--- src/rtl/bp_cfg_loader.sv ---
// Post-reset configuration sequencer: writes freeze/core-id/cce-mode to every
// core over a single-outstanding config link, then unfreezes all cores.
module bp_cfg_loader #(
  parameter int num_core_p       = 2,
  parameter int cfg_addr_width_p = 16,
  parameter int cfg_data_width_p = 32,
  parameter int cce_mode_width_p = 1,
  localparam int lg_num_core_lp  = (num_core_p > 1) ? $clog2(num_core_p) : 1
) (
  input  logic                        clk_i,
  input  logic                        reset_i,
  input  logic [cce_mode_width_p-1:0] cce_mode_i,
  output logic                        cfg_v_o,
  input  logic                        cfg_ready_i,
  output logic [lg_num_core_lp-1:0]   cfg_core_o,
  output logic [cfg_addr_width_p-1:0] cfg_addr_o,
  output logic [cfg_data_width_p-1:0] cfg_data_o,
  input  logic                        cfg_ack_v_i,
  output logic                        done_o,
  output logic                        err_o
);

  typedef enum logic [1:0] {e_reset, e_send, e_wait_ack, e_done} state_e;

  localparam logic [lg_num_core_lp-1:0] last_core_lp = lg_num_core_lp'(num_core_p - 1);

  state_e                    state_r, state_n;
  logic                      phase_r, phase_n;
  logic [lg_num_core_lp-1:0] core_r, core_n;
  logic [1:0]                reg_r, reg_n;
  logic                      err_r;
  logic                      freeze_bit;

  // Phase 0 freezes cores, phase 1 releases them.
  assign freeze_bit = ~phase_r;
  assign err_o      = err_r;

  always_ff @(posedge clk_i) begin
    if (reset_i) begin
      state_r <= e_reset;
      phase_r <= 1'b0;
      core_r  <= '0;
      reg_r   <= '0;
      err_r   <= 1'b0;
    end else begin
      state_r <= state_n;
      phase_r <= phase_n;
      core_r  <= core_n;
      reg_r   <= reg_n;
      if (cfg_ack_v_i && (state_r != e_wait_ack)) begin
        err_r <= 1'b1;
      end
    end
  end

  always_comb begin
    state_n    = state_r;
    phase_n    = phase_r;
    core_n     = core_r;
    reg_n      = reg_r;
    cfg_v_o    = 1'b0;
    cfg_core_o = '0;
    cfg_addr_o = '0;
    cfg_data_o = '0;
    done_o     = 1'b0;

    case (state_r)
      e_reset: begin
        state_n = e_send;
      end

      e_send: begin
        cfg_v_o    = 1'b1;
        cfg_core_o = core_r;
        cfg_addr_o = cfg_addr_width_p'(reg_r);
        case (reg_r)
          2'd0:    cfg_data_o = cfg_data_width_p'(freeze_bit);
          2'd1:    cfg_data_o = cfg_data_width_p'(core_r);
          default: cfg_data_o = cfg_data_width_p'(cce_mode_i);
        endcase
        if (cfg_ready_i) begin
          state_n = e_wait_ack;
        end
      end

      e_wait_ack: begin
        if (cfg_ack_v_i) begin
          state_n = e_send;
          if (!phase_r) begin
            if (reg_r == 2'd2) begin
              reg_n = '0;
              if (core_r == last_core_lp) begin
                core_n  = '0;
                phase_n = 1'b1;
              end else begin
                core_n = core_r + lg_num_core_lp'(1);
              end
            end else begin
              reg_n = reg_r + 2'd1;
            end
          end else if (core_r == last_core_lp) begin
            state_n = e_done;
          end else begin
            core_n = core_r + lg_num_core_lp'(1);
          end
        end
      end

      e_done: begin
        done_o = 1'b1;
      end

      default: begin
        state_n = e_reset;
      end
    endcase
  end

endmodule
--- config.mk ---
export PLATFORM = sky130hd
export DESIGN_NAME = bp_cfg_loader
export DESIGN_NICKNAME = d
export VERILOG_FILES = /design/src/rtl/bp_cfg_loader.sv
export SDC_FILE = /design/constraint.sdc
export NUM_CORES = 1
export LEC_CHECK = 0
export CELL_PAD_IN_SITES_DETAIL_PLACEMENT = 1
export CELL_PAD_IN_SITES_GLOBAL_PLACEMENT = 1
export CORE_MARGIN = 10
export CORE_UTILIZATION = 23
export DETAILED_ROUTE_END_ITERATION = 7
export PLACE_DENSITY = 0.85
export REMOVE_ABC_BUFFERS = 1
export SLEW_MARGIN = 30
export SYNTH_ARGS = -nofsm -noshare
export SYNTH_HDL_FRONTEND = slang
export SYNTH_SLANG_ARGS = --single-unit
--- constraint.sdc ---
create_clock -name clk_i -period 1.9 [get_ports clk_i]
set_input_delay 0.19 -clock clk_i [delete_from_list [all_inputs] [get_ports clk_i]]
set_output_delay 0.19 -clock clk_i [all_outputs]
set_load 0.05 [all_outputs]
==> metrics <==
Syn Area/Cell roughly 8 um2; critical path's largest stage delay 0.44 ns; share of cells above drive strength 1 between 9 and 10%; Layout Area Growth over Synthesis 2.88%; number of vias per cell ~3.4; Yosys top cell area share between 40 and 50%; Core Region 3310 um2; Leak Pwr roughly 0.42 nW; Root Buffer clkbuf_4; Die W ~78 um; row cnt 21; initial antenna violation count 0; run status completed; required time of the critical path between 1.5 and 2 ns; most common cell after layout, fill and taps aside conb_1; layout net count around 120; M1 GR Usage under 10%; initial core utilization 23.7%; count of cell types in the netlist 26; PwrDens 806 nW/um2; largest net degree at the start of global routing 9; ANT cells 0; H-tree depth 1; Slew HR about two thirds; path type of the worst setup path flip-flop to output pin; GR Util met2 a little under a tenth; clock slew at reported path FFs approximately 0.060 ns; RSZ-0062 raised after global routing no; fin crit share just over 90%; routed wire length ~1.8 mm; Slowest-stage cell, CP dfxtp_1; Setup TNS 0 ns; sequential area share after synthesis 17.9%; crit path max fanout 8; peak supply drop 0.122 mV; DIE AREA 6140 um2; PortBufs 11; footprint of the multi-input gates between 400 and 500 um2; min-delay worst type flip-flop to flip-flop; CP Cell Sequence nor2b_1 > a211o_1 > a21boi_0 > buf_12; DRT iter0 DRCs 56; post-CTS sizing 0; reported max-cap violation count 0; Hold Buf Count CTS 0; CTS tree done; register area between 100 and 150 um2; final setup fails 0; busiest metal layer after global routing met2; Pre-antenna DRT Iters 4; Die Y approximately 80 um; slew at the pin with the worst max-slew slack 0.507 ns; Num CTS Buffers 3; gr usage total under 10%; Yosys top cell by area buf_4; I/O pins 57; Synth area leaders buf_4 43%, dfxtp_1 18%, ha_1 8.0%; clock latency on the worst-skew pair 0.27 ns; Worst path top cell family by delay compound AO/OA/AOI/OAI gates; total number of vias roughly 540; first-pass GRT wire length 2.89 mm; total grt overflow 0; Hold Violations, Final 0; Cells after Synth roughly 100; drt wl/cell roughly 11 um; GR Util met3 3.19%; Routability Congestion between 0.7 and 0.8; post-route clock skew 0.000450 ns; CP startpoint kind flip-flop; Netlist Area Pre-Place roughly 780 um2; Synth Register Bits 7; YS warnings 0; fin crit period between 1.5 and 2 ns; crit path DAT ~1.6 ns; crit path buf inv count 1; Max Freq approximately 570 MHz; Design Area, Final roughly 810 um2; DRC Markers 0; Post-DP Area approximately 780 um2; vias in the first global route just over 600; DRT antenna net count 0; post-DP HPWL 1.54 mm; Post-CTS Repair Setup Buffers 0; clock buffer depth 2; # clock sinks 7; Fill cells approximately 430; Worst setup EP type output pin; max-slew violations 0; most frequent cells in the layout 45 x conb_1, 7 x dfxtp_1, 6 x buf_4
[area by class of cell]
class,instances,area share (%)
Sequential cell,7,17.4
Tap cell,46,7.14
Multi-Input combinational cell,84,55.6
Timing Repair Buffer,12,14.3
Clock buffer,4,3.26
Inverter,5,2.33
[metal layers]
layer | wire length (um) | part of all wire [%] | up-vias
met1 | 647 | 36 | 241
li1 | - | - | 258
met2 | 873 | 48 | 38
met3 | 230 | 13 | 4
met4 | 59 | 3.3 | 0
met5 | 0 | 0 | -
[state kept, by name, indices dropped and copies added (netlist names)]
signal   count
core_r       1
reg_r        2
phase_r      1
err_o        1
state_r      2
[kinds of logic after synthesis]
| logic type | synth area share [%] |
|---|---|
| flip-flops | 17.9 |
| AO/OA/AOI/OAI | 11.0 |
| adder cells (fa/ha/maj) | 7.99 |
| buffers and inverters | 46.0 |
| AND/OR/NAND/NOR | 16.6 |
| other | 0.479 |
[per-stage QoR]
step                hold slack, ns  worst slack (ns)  util, %  power (W)  cells
floorplan                    0.259            -0.452        -   0.000441     96
global placement             0.460             0.342     23.5   0.000494    154
detailed placement           0.509             0.279     23.5   0.000499    154
CTS                          0.539             0.130     24.3   0.000651    158
global route                 0.570            0.0623     24.3   0.000685    158
finish                       0.518             0.155     24.3   0.000650    158
[report_power, final]
part | internal [W] | switching [W] | total, W
combinational | 0.0000576 | 0.000275 | 0.000333
clock | 0.0000811 | 0.0000695 | 0.000151
sequential | 0.000155 | 0.0000113 | 0.000166
[synth_stat cells]
library cell / instances
buf_4: 45
a21oi_1: 4
conb_1: 1
o21ai_1: 1
nor2_1: 4
ha_1: 5
a211o_1: 1
or3_1: 1
a221oi_1: 1
a31oi_1: 2
o311ai_0: 1
nand2_1: 4
nor2b_4: 1
and2_1: 3
dfxtp_1: 7
or4_1: 1
clkbuf_1: 1
o21bai_1: 1
or3b_1: 1
a21boi_0: 1
and3b_1: 1
inv_1: 5
nand3b_1: 1
or4b_1: 1
nor2b_1: 3
o31ai_1: 1
[tightest hold or removal path, cell delays in order (launching register included)]
cell and delay, ns:
dfxtp_1 0.34, a21oi_1 0.05, nor2_1 0.09
[path summary, 6_finish.rpt]
| path | start | endpoint | slack [ns] | depth (start not counted) |
|---|---|---|---|---|
| hold / removal | err_o | err_o | 0.52 | 2 |
| setup reg to reg | state_r[0] | state_r[0] | 0.28 | 5 |
| setup / recovery | reg_r[0] | cfg_data_o[0] | 0.15 | 4 |
| hold reg to reg | err_o | err_o | 0.52 | 2 |
Note: power is estimated with default switching activity, not from simulation.
